File: src/rtl/mem_io_arbiter.sv
// mem_io_arbiter: round-robin sharer of the data-side memory/IO port between CPU and DMA with per-region wait states
module mem_io_arbiter #(
  parameter int RAM_WAIT = 0,
  parameter int IO_WAIT  = 3,
  parameter int CNT_W    = 4
) (
  input  logic        clk,
  input  logic        rst,
  input  logic        cpuReq,
  input  logic        cpuWr,
  input  logic [31:0] cpuAddr,
  input  logic [31:0] cpuWtData,
  output logic        cpuAck,
  output logic [31:0] cpuRdData,
  output logic        cpuStall,
  input  logic        dmaReq,
  input  logic        dmaWr,
  input  logic [31:0] dmaAddr,
  input  logic [31:0] dmaWtData,
  output logic        dmaAck,
  output logic [31:0] dmaRdData,
  output logic        memCe,
  output logic        memWr,
  output logic [31:0] memAddr,
  output logic [31:0] wtData,
  input  logic [31:0] rdData
);
  typedef enum logic [1:0] {IDLE, BUSY, RESP} state_t;
  state_t            state_q, state_d;
  logic              owner_q, owner_d, last_q, last_d;
  logic [CNT_W-1:0]  cnt_q, cnt_d;
  logic              ce_q, ce_d, wr_q, wr_d;
  logic [31:0]       addr_q, addr_d, wdata_q, wdata_d;
  logic [31:0]       cpu_rd_q, cpu_rd_d, dma_rd_q, dma_rd_d;
  logic              cpu_ack_q, cpu_ack_d, dma_ack_q, dma_ack_d;
  logic              win, win_wr;
  logic [31:0]       win_addr, win_wdata;
  // pick the winner (1 = DMA): a lone requester wins, a tie goes to the port not granted last
  always_comb begin
    win       = (cpuReq && dmaReq) ? ~last_q : dmaReq;
    win_wr    = win ? dmaWr : cpuWr;
    win_addr  = win ? dmaAddr : cpuAddr;
    win_wdata = win ? dmaWtData : cpuWtData;
  end
  // next-state: grant in IDLE, count wait states in BUSY, single ack cycle in RESP
  always_comb begin
    state_d   = state_q;
    owner_d   = owner_q;
    last_d    = last_q;
    cnt_d     = cnt_q;
    ce_d      = ce_q;
    wr_d      = wr_q;
    addr_d    = addr_q;
    wdata_d   = wdata_q;
    cpu_rd_d  = cpu_rd_q;
    dma_rd_d  = dma_rd_q;
    cpu_ack_d = 1'b0;
    dma_ack_d = 1'b0;
    case (state_q)
      IDLE: if (cpuReq || dmaReq) begin
        state_d = BUSY;
        ce_d    = 1'b1;
        wr_d    = win_wr;
        addr_d  = win_addr;
        wdata_d = win_wdata;
        owner_d = win;
        last_d  = win;
        cnt_d   = (win_addr[31:28] == 4'h7) ? CNT_W'(IO_WAIT) : CNT_W'(RAM_WAIT);
      end
      BUSY: if (cnt_q != '0) begin
        cnt_d = cnt_q - CNT_W'(1);
      end else begin
        state_d   = RESP;
        ce_d      = 1'b0;
        wr_d      = 1'b0;
        addr_d    = '0;
        wdata_d   = '0;
        cpu_ack_d = ~owner_q;
        dma_ack_d = owner_q;
        cpu_rd_d  = (!wr_q && !owner_q) ? rdData : cpu_rd_q;
        dma_rd_d  = (!wr_q && owner_q) ? rdData : dma_rd_q;
      end
      default: state_d = IDLE;
    endcase
  end
  // state and registered bus/response outputs; reset aborts any access in flight
  always_ff @(posedge clk or negedge rst) begin
    if (!rst) begin
      state_q   <= IDLE;
      owner_q   <= 1'b0;
      last_q    <= 1'b1;
      cnt_q     <= '0;
      ce_q      <= 1'b0;
      wr_q      <= 1'b0;
      addr_q    <= '0;
      wdata_q   <= '0;
      cpu_rd_q  <= '0;
      dma_rd_q  <= '0;
      cpu_ack_q <= 1'b0;
      dma_ack_q <= 1'b0;
    end else begin
      state_q   <= state_d;
      owner_q   <= owner_d;
      last_q    <= last_d;
      cnt_q     <= cnt_d;
      ce_q      <= ce_d;
      wr_q      <= wr_d;
      addr_q    <= addr_d;
      wdata_q   <= wdata_d;
      cpu_rd_q  <= cpu_rd_d;
      dma_rd_q  <= dma_rd_d;
      cpu_ack_q <= cpu_ack_d;
      dma_ack_q <= dma_ack_d;
    end
  end
  assign memCe     = ce_q;
  assign memWr     = wr_q;
  assign memAddr   = addr_q;
  assign wtData    = wdata_q;
  assign cpuAck    = cpu_ack_q;
  assign dmaAck    = dma_ack_q;
  assign cpuRdData = cpu_rd_q;
  assign dmaRdData = dma_rd_q;
  assign cpuStall  = cpuReq & ~cpu_ack_q;
endmodule

File: config.mk
export PLATFORM = sky130hd
export DESIGN_NAME = mem_io_arbiter
export DESIGN_NICKNAME = d
export VERILOG_FILES = /design/src/rtl/mem_io_arbiter.sv
export SDC_FILE = /design/constraint.sdc
export NUM_CORES = 1
export LEC_CHECK = 0
export CAP_MARGIN = 0
export CORE_MARGIN = 2
export CORE_UTILIZATION = 37
export CTS_CLUSTER_DIAMETER = 30
export DETAILED_ROUTE_END_ITERATION = 6
export PLACE_DENSITY_LB_ADDON = 0.3
export SYNTH_ARGS = -nofsm -noshare
export SYNTH_HDL_FRONTEND = slang
export SYNTH_SLANG_ARGS = --single-unit
File: constraint.sdc
create_clock -name clk -period 2.1 [get_ports clk]
set_clock_uncertainty 0.1 [all_clocks]
set_input_delay 0.315 -clock clk [delete_from_list [all_inputs] [get_ports clk]]
set_output_delay 0.315 -clock clk [all_outputs]
set_load 0.01 [all_outputs]
==> impl_metrics.yaml <==
clock_tree:
  clock_sinks: 140
  cts_buffers: 17
  htree_levels: 4
  cts_buffer_depth: 2
  tritoncts: "done"
  root_buffer: "clkbuf_16"
  path_clk_slew_ns: 0.06
  clk_latency_ns: 0.41
drt:
  drt_iter0_drc: 149
  via_per_inst: 4.867
  dr_total_vias: 5032
  drc: 0
  dr.pass1.iters: 4
  wl_per_cell_um: 18.05
  routed_wl_mm: 18.66
  ant_nets: 0
setup_path:
  worstPathArrival_ns: 2.36
  critPathKind: "reg -> reg"
  start_kind: "register"
  end_kind: "register"
  cp_max_fo: 7
  required_ns: 2.30
synthesis:
  synth_cell_types: 31
  ys_warn_count: 0
  syn_area_per_cell_sq_um: 12.64
  ys_seq_area_share_pct: 57.40
  syn_nets: 651
  synth_area_sq_um: 6106
  synthCells: 483
  synth-seq-cells: 140
placed_design:
  place_ws_ns: -0.2336
  place.gp.congestion: 0.8061
  dp_hpwl_mm: 13.12
  portBuffers: 298
  placed_area_sq_um: 9514
sta:
  finalSetupViolCount: 57
  max_freq_mhz: 461.1
  slew_headroom_pct: 48.80
  finalMaxSlewViolations: 0
  final-hold-violation-count: 0
  fin_crit_sh_pct: 103.3
  setup-tns-final_ns: -1.837
  min_period_ns: 2.169
  tightest_slew_ns: 0.7680
  setup_ws_ns: -0.06880
  rsz0062_at_grt: "yes"
final_layout:
  fin_util_pct: 65.68
  area_growth_pct: 72.11
  drive_gt1_share_pct: 18.46
  final_nets: 974
  antenna_cells: 0
  most-common-layout-cells: "clkdlybuf4s50_1 (297), dfrtp_1 (139), o21ai_0 (68)"
  final_common_cell: "clkdlybuf4s50_1"
  fillCellCount: 1178
  final_area_sq_um: 10510
floorplan:
  rows: 46
  dieArea_sq_um: 17550
  start_util_pct: 38.16
  dieHeight_um: 132.5
  die_w_um: 132.5
  ioPinCount: 299
  coreArea_sq_um: 16000
grt:
  antenna_found_initial: 0
  grt.total_usage_pct: 21.17
  grt_pass1_vias: 5319
  gr-total-overflow: 0
  grt_start_max_net_pins: 70
  grt_pass1_wl_mm: 28.67
power_and_ir_drop:
  p_leak_nw: 4.645
  p_per_area_nw_per_um2: 1451
  ir_drop_mv: 0.6081
outcome:
  violations: "negative setup slack"
  outcome: "complete, but fails checks"
job:
  maxCapViolCount: 0
hold_path:
  hold_class: "in -> async"
[metrics by stage]
stage	hold slack [ns]	power, mW	instances
after detailed placement	0.1529	11.48	987
final	0.2806	15.25	1034
after global placement	0.1499	11.25	987
after CTS	0.2758	15.29	1030
after floorplan	-0.08059	7.779	483
after global routing	0.3044	16.06	1034
[Yosys cell counts]
cell | n | area [sq um]
buf_1 | 11 | 41.29
nor2_1 | 5 | 18.77
and3_1 | 1 | 6.260
nand3_1 | 65 | 325.3
nor2b_1 | 1 | 6.260
dfstp_2 | 1 | 26.28
clkbuf_1 | 13 | 48.80
nand2b_1 | 2 | 12.51
o211ai_1 | 1 | 7.510
or3_1 | 5 | 31.28
ha_1 | 2 | 25.02
nand2_1 | 7 | 26.28
mux2i_1 | 66 | 660.6
nand3b_1 | 1 | 7.510
mux2_4 | 30 | 450.4
buf_2 | 10 | 50.05
nor3_2 | 1 | 10.01
mux2_2 | 35 | 394.1
nand2b_4 | 1 | 13.76
nand4b_1 | 2 | 17.52
inv_1 | 6 | 22.52
nor3_1 | 1 | 5.000
mux2_1 | 1 | 11.26
a21oi_1 | 1 | 5.000
o311ai_0 | 1 | 8.760
o21ai_0 | 68 | 340.3
buf_6 | 3 | 33.78
or4_1 | 1 | 7.510
dfrtp_1 | 139 | 3478
nor4_1 | 1 | 6.260
a21boi_1 | 1 | 7.510
[routing by layer]
metal | track usage (%) | vias up | share of wire (%)
met3 | 6.398 | 23 | 7.1
met2 | 36.93 | 219 | 52
met4 | 7.587 | 0 | 2.1
met5 | 0 | - | 0
met1 | 24.70 | 2414 | 39
li1 | - | 2376 | -
[kinds of logic (layout without fill, tap and decap cells)]
family,Yosys count,in the layout,synth area share [%]
and+or+nand+nor,94,94,8.095
muxes,132,132,24.84
AOI/OAI and AO/OA,72,72,6.045
buffers and inverters,43,378,3.217
DFF,140,140,57.40
adders and majority gates,2,2,0.4098
[sequential cells by signal, indices dropped and copies added (netlist names), 2 cells and up]
signal / flops
cpuRdData: 32
wtData: 32
memAddr: 32
dmaRdData: 32
cnt_q: 4
state_q: 2
[repair_timing]
item,4_1_cts,5_1_grt
pin swaps,2,1
setup buffers,8,3
endpoints found under the hold margin,36,0
endpoints found under the setup margin,129,87
gates resized for setup,36,3
gates cloned,4,2
hold buffers,1,0
[final timing paths]
kind | startpoint | to | slack [ns] | depth (start not counted)
min in group clk | wtData[18] | wtData[18] | 0.40 | 2
hold reg to reg | wtData[18] | wtData[18] | 0.40 | 2
max in group asynchronous | rst | last_q | 0.96 | 3
hold / removal | rst | cpuRdData[8] | 0.28 | 2
setup / recovery | cnt_q[0] | cpuRdData[24] | -0.07 | 10
setup reg to reg | cnt_q[0] | cpuRdData[24] | -0.07 | 10
[worst max-delay path, stage by stage, from the launching register on]
cell,delay (ns)
dfrtp_1,0.39
inv_2,0.08
ha_4,0.14
nand2b_4,0.05
or3_4,0.33
buf_6,0.13
nor3_4,0.14
buf_6,0.12
buf_6,0.11
buf_12,0.14
mux2_4,0.31
[where the power goes]
group | switching (mW) | total (mW) | internal (mW)
clock network | 1.11 | 3.18 | 2.07
logic | 2.99 | 7.36 | 4.37
registers | 0.742 | 4.72 | 3.98
total | 4.84 | 15.3 | 10.4
[layout make-up]
class	instances	area, sq um	share of cell area [%]
flip-flops and latches	140	3505	33.35
repair buffers	341	3523	33.53
clock buffers	20	466.7	4.441
inverters	6	22.52	0.2143
clock inverters	11	166.4	1.584
well taps	216	270.3	2.572
multi-input cells	300	2555	24.31
No activity file was read; power rests on OpenSTA's default activity.
